**src/rtl/cu_pkg.sv**
```systemverilog
// Shared control-unit definitions: state encodings, opcode constants and the strobe bundle.
// Imported by the sequencer, its strobe decoder and the next-state logic.
package cu_pkg;

  localparam int STATE_W = 3;

  typedef enum logic [STATE_W-1:0] {
    S_IF     = 3'b000,
    S_ID     = 3'b001,
    S_EXE    = 3'b010,
    S_MEM_WB = 3'b011,
    S_HALT   = 3'b100
  } state_e;

  localparam logic [5:0] OP_J    = 6'b111000;
  localparam logic [5:0] OP_HALT = 6'b111111;
  localparam logic [5:0] OP_LW   = 6'b100111;
  localparam logic [5:0] OP_SW   = 6'b101011;
  localparam logic [5:0] OP_BEQ  = 6'b110100;

  typedef struct packed {
    logic ins_mem_rw;
    logic ir_wre;
    logic pc_wre;
    logic reg_wre;
    logic m_rd;
    logic m_wr;
    logic halted;
  } strobes_t;

  // Codes above S_HALT are unused encodings and must never be entered.
  function automatic logic is_legal_state(input logic [STATE_W-1:0] s);
    return (s <= S_HALT);
  endfunction

  function automatic logic is_mem_op(input logic [5:0] op);
    return (op == OP_LW) || (op == OP_SW);
  endfunction

endpackage

```
**src/rtl/cu_strobe_decode.sv**
```systemverilog
// Purely combinational decode of current state, opcode and stall into per-cycle datapath strobes.
module cu_strobe_decode
  import cu_pkg::*;
(
  input  state_e     cur_state_i,
  input  logic [5:0] opcode_i,
  input  logic       stall_i,
  output strobes_t   strobes_o
);

  always_comb begin
    strobes_o = '0;
    case (cur_state_i)
      S_IF: begin
        strobes_o.ins_mem_rw = 1'b1;
        strobes_o.ir_wre     = 1'b1;
      end
      S_ID: begin
        strobes_o.pc_wre = (opcode_i == OP_J);
      end
      S_EXE: begin
        strobes_o = '0;
      end
      S_MEM_WB: begin
        // Memory strobes stay up across a stall; writeback and PC update wait for mem_ready.
        strobes_o.m_rd    = (opcode_i == OP_LW);
        strobes_o.m_wr    = (opcode_i == OP_SW);
        strobes_o.reg_wre = !stall_i && !((opcode_i == OP_SW) || (opcode_i == OP_BEQ) ||
                                          (opcode_i == OP_J));
        strobes_o.pc_wre  = !stall_i;
      end
      S_HALT: begin
        strobes_o.halted = 1'b1;
      end
      default: begin
        strobes_o = '0;
      end
    endcase
  end

endmodule

```
**config.mk**
```make
export PLATFORM = sky130hd
export DESIGN_NAME = cu_strobe_decode
export DESIGN_NICKNAME = d
export VERILOG_FILES = /design/src/rtl/cu_pkg.sv /design/src/rtl/cu_strobe_decode.sv
export SDC_FILE = /design/constraint.sdc
export NUM_CORES = 1
export LEC_CHECK = 0
export ABC_AREA = 0
export CORE_AREA = 2 2 39 41
export DETAILED_ROUTE_END_ITERATION = 10
export DIE_AREA = 0 0 41 43
export PLACE_DENSITY = 0.4
export SLEW_MARGIN = 20
export SYNTH_ARGS = -nofsm -noshare
export SYNTH_HDL_FRONTEND = slang
export SYNTH_SLANG_ARGS = --single-unit
```
**constraint.sdc**
```tcl
create_clock -name vclk -period 2.6
set_clock_uncertainty 0.2 [all_clocks]
set_input_delay 0.52 -clock vclk [all_inputs]
set_output_delay 0.52 -clock vclk [all_outputs]
set_load 0.01 [all_outputs]
```
* Yosys cells after proc, flatten, opt, wreduce, memory -nomap -nowiden
Cells that the tools add are included.
** Word-level totals
- Register bits :: 0
- Output and inout port bits :: 7
** Operators by class
- Eq/ne operators :: 7
- Multiplexer cells :: 4
- Reductions and logical operators :: 6
** Operators by type and width (count)
- equality test 6 bit (second input constant) :: 4
- equality test 3 x 1 -> 1 bit (second input constant) :: 1
- equality test 3 x 2 -> 1 bit (second input constant) :: 1
- equality test 3 bit (second input constant) :: 1
- zero test 3 bit :: 1
- 2-to-1 mux 3 bit :: 1
- zero test 1 bit :: 2
- logical OR 1 bit :: 2
- 2-to-1 mux 2 bit :: 1
- case mux 1 bit (2 select lines) :: 1
- logical AND 1 bit :: 1
- 2-to-1 mux 1 bit :: 1

* Depth between registers and ports, before layout
Gate-level depths: netlist of run 1.
- Word-level depth :: 6
- Mapped depth :: 3
- Mapped depth without buffers :: 3

* Worst setup path after synthesis of run 1
Ideal clock, no wire load.
- Path type :: input-to-output
- Start point :: input port opcode_i[0]
- End point :: output port strobes_o[4] in the netlist's numbering
- Data arrival time :: 1.325 ns
- Data required time :: 1.880 ns
- Setup slack :: 0.555 ns
- Cell stages on the path :: 3
- Cell sequence :: or3b_1 o31ai_1 and3b_1
** RTL lines
- start, declared :: RTL line cu_strobe_decode.sv:6 : input logic [5:0] opcode_i,
- end, declared :: RTL line cu_strobe_decode.sv:8 : output strobes_t strobes_o

==> run summary, run 1 <==
The run finished with clean final reports. The logs give 14 for the number of placement rows and 0.2046 nW for the leakage power figure. The number of hold buffers added after CTS was 0. The tools report the destination of the worst hold path as strobes_o[2].

The final worst-path setup slack was 0.08839 ns. Along the worst path, the maximum fanout reaches 2. The largest single stage delay on the critical path is 0.42 ns. The layout cell share with drive strength beyond 1 is 44.44%. The post-route minimum period came out at 2.512 ns. Once the floorplan was initialized, standard cells occupied 9.222% of the core.

The DRC violation total after the first TritonRoute iteration was 3. During placement, the flow inserted port buffers numbering 17. The per-cell via count in the routed design was 4.016.

The average wire length per cell after detail routing is 9.639 microns. Setup repair after global routing left no endpoint under its margin. Counting tap cells, the placed design contains a total of 60 instances. Measured on the finished design, the core utilization comes to 29.39%. The cell count after synthesis came out at 18. The run gives 0% as the sequential area share after synthesis. Static timing analysis puts the maximum clock frequency at 0.3982 GHz. The synthesized netlist contains 15 unique library cells. Most numerous cell in the Yosys netlist: sky130_fd_sc_hd__nor3b_1. On the critical path, the stage with the largest delay is an instance of sky130_fd_sc_hd__clkdlybuf4s50_1. The run gives 4 as the number of search-and-repair iterations in the first detailed-routing pass. For this block, the routed nets add up to 588 microns of wire. For the total of clock buffers placed in the layout, the log shows 0. Counting buffers and inverters, the worst setup path is 5 cells deep.

STA classifies the critical path endpoint as an output port. Across the run, the number of max-cap violations was 0. Registers take 0 sq um.

The number of global-route vias before repair is 246. The library cell with the largest summed area after synthesis was sky130_fd_sc_hd__nor3b_1. During I/O placement, the number of pins put on the boundary was 17. The final count of hold timing violations is 0, and the number of antenna cells inserted is 0.

The count of synthesis-stage warnings from yosys is 0, and the critical path buffer and inverter count is 2. Measured along the y axis, the die boundary spans 43 microns. Global routing used 6.993% of the available tracks across all layers.

The region available for standard cell placement spans 0.001384 sq mm. After global routing the overflow that remains totals 0. Summing over every cut layer, the via total after detailed routing is 245. Maximum resistive drop on vdd: 0.00003489 V. The logs give 1.349 ns for the smallest hold slack and 0 for the number of sequential cells. By count the netlist is led by 3 x sky130_fd_sc_hd__nor3b_1, 2 x sky130_fd_sc_hd__o31ai_1. For this design the ratio of total power to cell area is 117.6 mW/mm^2. The tools report the relative slew slack as 84.61%. The logs give 0 for the total count of max-transition violations in the final report and 151.4 sq um for the area taken by multi-input logic gates. The worst-margin pin slew was 0.2278 ns. The logs give 0 ns for the setup TNS after final layout and 0.6681 for the placer's final routability congestion estimate.

In the final design database the tool counted 57 nets. Walking the worst path, the cells encountered are clkdlybuf4s50_1, nand4b_1, or3_4, nor3b_2, buf_2. A synthesized cell averages 7.090 sq um. After filler insertion, the fill cell instance count of the layout stands at 158. The final-report setup violation count is 0, and the endpoint arrival time on the critical path is 1.79 ns. The worst hold path stage count was 5; the overall die area was 0.001763 sq mm. The kind of cell adding the most delay to the critical path is simple AND/OR/NAND/NOR gates. The finished layout holds 61 standard cells, fillers aside. The critical path start-end classification is in2out. The number of antenna violations at the first check in global routing is 0, and the share of the synthesized area in the top cell type is 17.65%. In the post-synthesis netlist, the biggest area contributors are sky130_fd_sc_hd__nor3b_1 18%, sky130_fd_sc_hd__o31ai_1 12%, sky130_fd_sc_hd__nor4bb_1 7.8%, sky130_fd_sc_hd__and3b_1 6.9%, sky130_fd_sc_hd__nand4b_1 6.9%.

The die is 41 microns wide. Launch point of the worst path: cur_state_i[2]. The count of nets left with antenna violations once routing finished came out at 0. The class of the tightest hold or removal check was in2out. The largest net degree at the start of global routing came out at 5. OpenSTA, run right after detailed placement, puts the worst setup slack at -0.4546 ns. The area overhead of the layout relative to synthesis was 218.6%; the netlist area before placement was 127.6 sq um. DRC violation count after routing: 0.

For the global-route wire length before repair, the log shows 945 microns. The final worst-path cycle share is 96.60%. STA classifies the critical path startpoint as an input port.

At the worst endpoint, the required time is 1.88 ns. The number of nets in the synthesized netlist is 28. Startpoint of the most critical hold path: opcode_i[0].
[per-layer routing]
metal / GRT usage (%) / wire, microns / share of wire (%) / vias to the layer above
li1: - / - / - / 124
met1: 9.810 / 233 / 40 / 115
met2: 11.88 / 324 / 55 / 6
met3: 0.5236 / 30 / 5.1 / 0
met4: 0 / 0 / 0 / 0
met5: 0 / 0 / 0 / -
[cells in the final DEF, fill, tap and decap left out]
master,count
sky130_fd_sc_hd__a21oi_1,1
sky130_fd_sc_hd__and3b_1,1
sky130_fd_sc_hd__buf_2,4
sky130_fd_sc_hd__buf_4,11
sky130_fd_sc_hd__clkdlybuf4s50_1,6
sky130_fd_sc_hd__dlygate4sd2_1,4
sky130_fd_sc_hd__dlymetal6s2s_1,3
sky130_fd_sc_hd__nand2_1,1
sky130_fd_sc_hd__nand2b_1,1
sky130_fd_sc_hd__nand3b_1,1
sky130_fd_sc_hd__nand4b_1,1
sky130_fd_sc_hd__nor2_1,1
sky130_fd_sc_hd__nor3_1,1
sky130_fd_sc_hd__nor3b_1,1
sky130_fd_sc_hd__nor3b_2,2
sky130_fd_sc_hd__nor4bb_1,1
sky130_fd_sc_hd__o31ai_1,1
sky130_fd_sc_hd__o31ai_4,1
sky130_fd_sc_hd__or3_4,1
sky130_fd_sc_hd__or3b_4,1
sky130_fd_sc_hd__xnor2_1,1
[tightest hold or removal path, stage by stage]
cell and delay (ns):
sky130_fd_sc_hd__dlymetal6s2s_1 0.13, sky130_fd_sc_hd__nand2_1 0.08, sky130_fd_sc_hd__or3_4 0.13, sky130_fd_sc_hd__nor3b_2 0.04, sky130_fd_sc_hd__buf_2 0.13
[area by class of cell]
class	instances	share of cell area [%]
multi-input cells	17	37.23
well taps	16	4.923
repair buffers	28	57.85
[cells by family (layout without fill, tap and decap cells)]
family / Yosys count / in the layout / share of synthesized area (%)
AOI/OAI and AO/OA: 3 / 3 / 15.68
xor gates and xnor gates: 1 / 1 / 6.864
buffers and inverters: 1 / 28 / 5.885
and+or+nand+nor: 13 / 13 / 71.57
[metrics by stage]
stage	total power [mW]	area, sq um
2_1_floorplan	0.01031	127.6
3_3_place_gp	0.04595	385.4
3_5_place_dp	0.04678	385.4
4_1_cts	0.04547	377.9
5_1_grt	0.05201	406.6
6_report	0.04782	406.6
[repair_timing]
action	4_1_cts	5_1_grt
pin swaps	2	3
setup endpoints to repair	7	2
gates resized for setup	22	7
gates cloned	0	0
setup buffers	1	0
[power by group]
group	switching, mW	total, mW	internal (mW)
clock network	0	0	0
registers	0	0	0
logic	0.0167	0.0478	0.0311
total	0.0167	0.0478	0.0311
[worst max path at each step]
stage | end | slack [ns]
after detailed placement | strobes_o[4] | -0.45
after floorplan | strobes_o[4] | 0.55
after global placement | strobes_o[4] | -0.43
after global routing | strobes_o[1] | 0.01
after CTS | strobes_o[4] | -0.005
final | strobes_o[1] | 0.09
No activity file was read; power rests on OpenSTA's default activity.
==> run 2: changes to the inputs <==
--- a/config.mk
+++ b/config.mk
@@ -6,6 +6,7 @@
 export NUM_CORES = 1
 export LEC_CHECK = 0
 export ABC_AREA = 0
+export CAP_MARGIN = 30
 export CORE_AREA = 2 2 39 41
 export DETAILED_ROUTE_END_ITERATION = 10
 export DIE_AREA = 0 0 41 43
==> constraint.sdc (replaced) <==
create_clock -name vclk -period 2.7
set_clock_uncertainty 0.2 [all_clocks]
set_input_delay 0.54 -clock vclk [all_inputs]
set_output_delay 0.54 -clock vclk [all_outputs]
set_load 0.01 [all_outputs]
==> run 2 against run 1 <==
Net effect: worst hold slack gained 0.0012 ns; global-route usage shrank 0.20 points; combinational power shrank 1%; wire length shrank 1.2%; worst setup slack lost 0.023 ns; cell count shrank 1.6%; sequential share of layout area is the same; non-clock buffer count shrank 1; largest cell class unchanged.
==> run summary, run 2 (synthesized netlist as in run 1, its figures left out) <==
The required time at the worst-slack endpoint is 1.96 ns (+0.08 ns). The flow ran to the end, and the final reports show no timing, DRC or antenna violations. Setup repair after global routing could not meet its margin everywhere. The vertical die dimension came out at 43 microns (unchanged). For the effective utilization at floorplan, the log shows 9.222% (unchanged). The run gives 17 (unchanged) as the I/O pin total. The placer's final routability congestion estimate was 0.6681 (unchanged); the number of buffers added on ports was 17 (unchanged). The aggregate global-route resource usage was 6.793% (-0.20 points). The remaining number of nets flagged by the antenna check after routing is 0 (unchanged), and the fill cell instance count of the final layout is 158 (unchanged). The average wire length per cell after detail routing came out at 9.683 microns (+0.46%). In this run the worst hold path is classified as in2out.

The power per unit of standard cell area works out to 114.7 mW/mm^2 (-2.5%). The post-placement cell count came out at 60 (unchanged). Biggest cell delay along the critical path: 0.42 ns (about the same). The global-route wire length before repair is 924 microns (-2.2%), and the leakage power figure is 0.2142 nW (+4.7%).

The total congestion overflow was 0 (unchanged); the maximum resistive drop on vdd was 0.00002908 V (-17%). The number of buffers added to fix hold violations after cts was 0 (unchanged); the count of nets after finishing was 56 (-1.8%). Among all stages on the critical path, the largest delay is contributed by sky130_fd_sc_hd__clkdlybuf4s50_1. The total count of max-transition violations in the final report was 0 (unchanged). The worst-margin pin slew came out at 0.2144 ns (-0.01345 ns). Biggest fanout along the worst timing path: 2 (unchanged).

The tools report the post-route non-filler standard cell count as 60 (-1.6%). The run gives 0 (unchanged) as the DRC violation count after routing. Dividing the final minimum period by the clock period gives 97.59%.

The area taken by multi-input logic gates was 157.7 sq um (+4.1%); the endpoint arrival time on the critical path was 1.89 ns (+0.10 ns). The tools report the number of search-and-repair iterations in the first detailed-routing pass as 4 (unchanged). The post-route minimum period works out to 2.635 ns. The final-report setup violation count is 0 (unchanged), and the total of clock buffers placed in the layout is 0 (unchanged).

The worst hold path stage count is 4 (-1). The critical path goes through clkdlybuf4s50_1, or3b_4, o31ai_4, and3b_1, buf_2. The number of placement rows is 14 (unchanged), and the routed wire length is 581 microns (-1.2%).

The tools report the endpoint kind of the worst setup timing path as an output port. The number of vias after detailed routing came out at 240 (-2.0%). The number of antenna violations at the first check in global routing was 0 (unchanged). The DRC violation total after the first TritonRoute iteration was 3 (unchanged).

The die width works out to 41 microns (unchanged). The number of antenna cells inserted is 0 (unchanged), and the area overhead of the layout relative to synthesis is 222.6%. The layout cell share with drive strength beyond 1 was 45.45% (+1.0 points); the per-cell via count in the routed design was 4.000 (-0.41%).

The logs give 0.04722 mW (-1.3%) for the total power consumption of the routed design and 5 (unchanged) for the largest net degree at the start of global routing. The destination of the worst hold path is strobes_o[0]. The final count of hold timing violations was 0 (unchanged). The run gives 0.001763 sq mm (unchanged) as the overall die area. For the relative slew slack, the log shows 85.59% (+0.98 points). The area occupied by registers came out at 0 sq um (unchanged).

The number of sequential cells was 0 (unchanged); the core footprint was 0.001384 sq mm (unchanged). The critical path in this run is classified as in2out. The library cell used most frequently in the layout, excluding fill and tap cells, is sky130_fd_sc_hd__buf_4. The tools report the startpoint of the most critical hold path as cur_state_i[1].

Based on the critical path, the design can be clocked at up to 0.3795 GHz. The max-cap check violation count is 0 (unchanged). The library cells used most frequently in the layout, excluding fill and tap cells, are 10 x sky130_fd_sc_hd__buf_4, 8 x sky130_fd_sc_hd__clkdlybuf4s50_1, 4 x sky130_fd_sc_hd__dlymetal6s2s_1. The run gives 241 (-2.0%) as the number of global-route vias before repair. The tools report the type of element launching the critical path as an input port.
## run 2: cell count changes in the layout (fill, tap and decap cells not counted)
cell                              delta
sky130_fd_sc_hd__dlygate4sd2_1       -3
sky130_fd_sc_hd__clkdlybuf4s50_1     +2
sky130_fd_sc_hd__buf_2               -1
sky130_fd_sc_hd__buf_4               -1
sky130_fd_sc_hd__clkbuf_2            +1
sky130_fd_sc_hd__dlymetal6s2s_1      +1
sky130_fd_sc_hd__nor4bb_1            -1
sky130_fd_sc_hd__nor4bb_2            +1
## run 2: how the worst max path moves through the flow
stage,start,end,slack (ns)
after floorplan,opcode_i[0],strobes_o[4],0.61
after global placement,opcode_i[4],strobes_o[4],-0.37
after detailed placement,opcode_i[4],strobes_o[4],-0.39
after CTS,opcode_i[4],strobes_o[4],0.008
after global routing,opcode_i[0],strobes_o[4],-0.007
final,opcode_i[0],strobes_o[4],0.07
## run 2: through the flow
step	TNS (ns)	hold WS [ns]	utilization, %	cell area (sq um)	worst slack [ns]
after floorplan	0	0.9295	-	127.6	0.6149
after global placement	-1.223	1.898	27.85	385.4	-0.3651
after detailed placement	-1.266	1.902	27.85	385.4	-0.3946
after CTS	0	1.661	28.57	395.4	0.008391
after global routing	-0.007298	1.379	29.75	411.6	-0.007298
final	0	1.351	29.75	411.6	0.06514
## run 2: layer usage
layer | share of wire (%) | GRT usage, % | up-vias | wire length, microns
met5 | 0 | 0 | - | 0
met4 | 0 | 0 | 0 | 0
met3 | 5.2 | 0.5236 | 0 | 30
met2 | 55 | 11.56 | 6 | 322
met1 | 39 | 9.494 | 112 | 228
li1 | - | - | 122 | -
## run 2: area by class of cell
class,count,share of cell area (%)
Timing Repair Buffer,27,56.84
Multi-Input combinational cell,17,38.30
Tap cell,16,4.863
## run 2: critical path: cells and delay by family
family,cells,cell delay [ns]
compound gates,1,0.22
buf+inv,2,0.54
simple gates,2,0.59
## run 2: what timing repair did
item	4_1_cts	5_1_grt
buffers inserted	0	0
hold endpoints to repair	0	0
gates resized for setup	15	12
pin swaps	2	2
endpoints found under the setup margin	6	6
## run 2: power by group
| group | internal (mW) | leakage [nW] | switching [mW] | total, mW |
|---|---|---|---|---|
| clock | 0 | 0 | 0 | 0 |
| sequential | 0 | 0 | 0 | 0 |
| combinational | 0.0311 | 0.214 | 0.0162 | 0.0472 |
| total | 0.0311 | 0.214 | 0.0162 | 0.0472 |
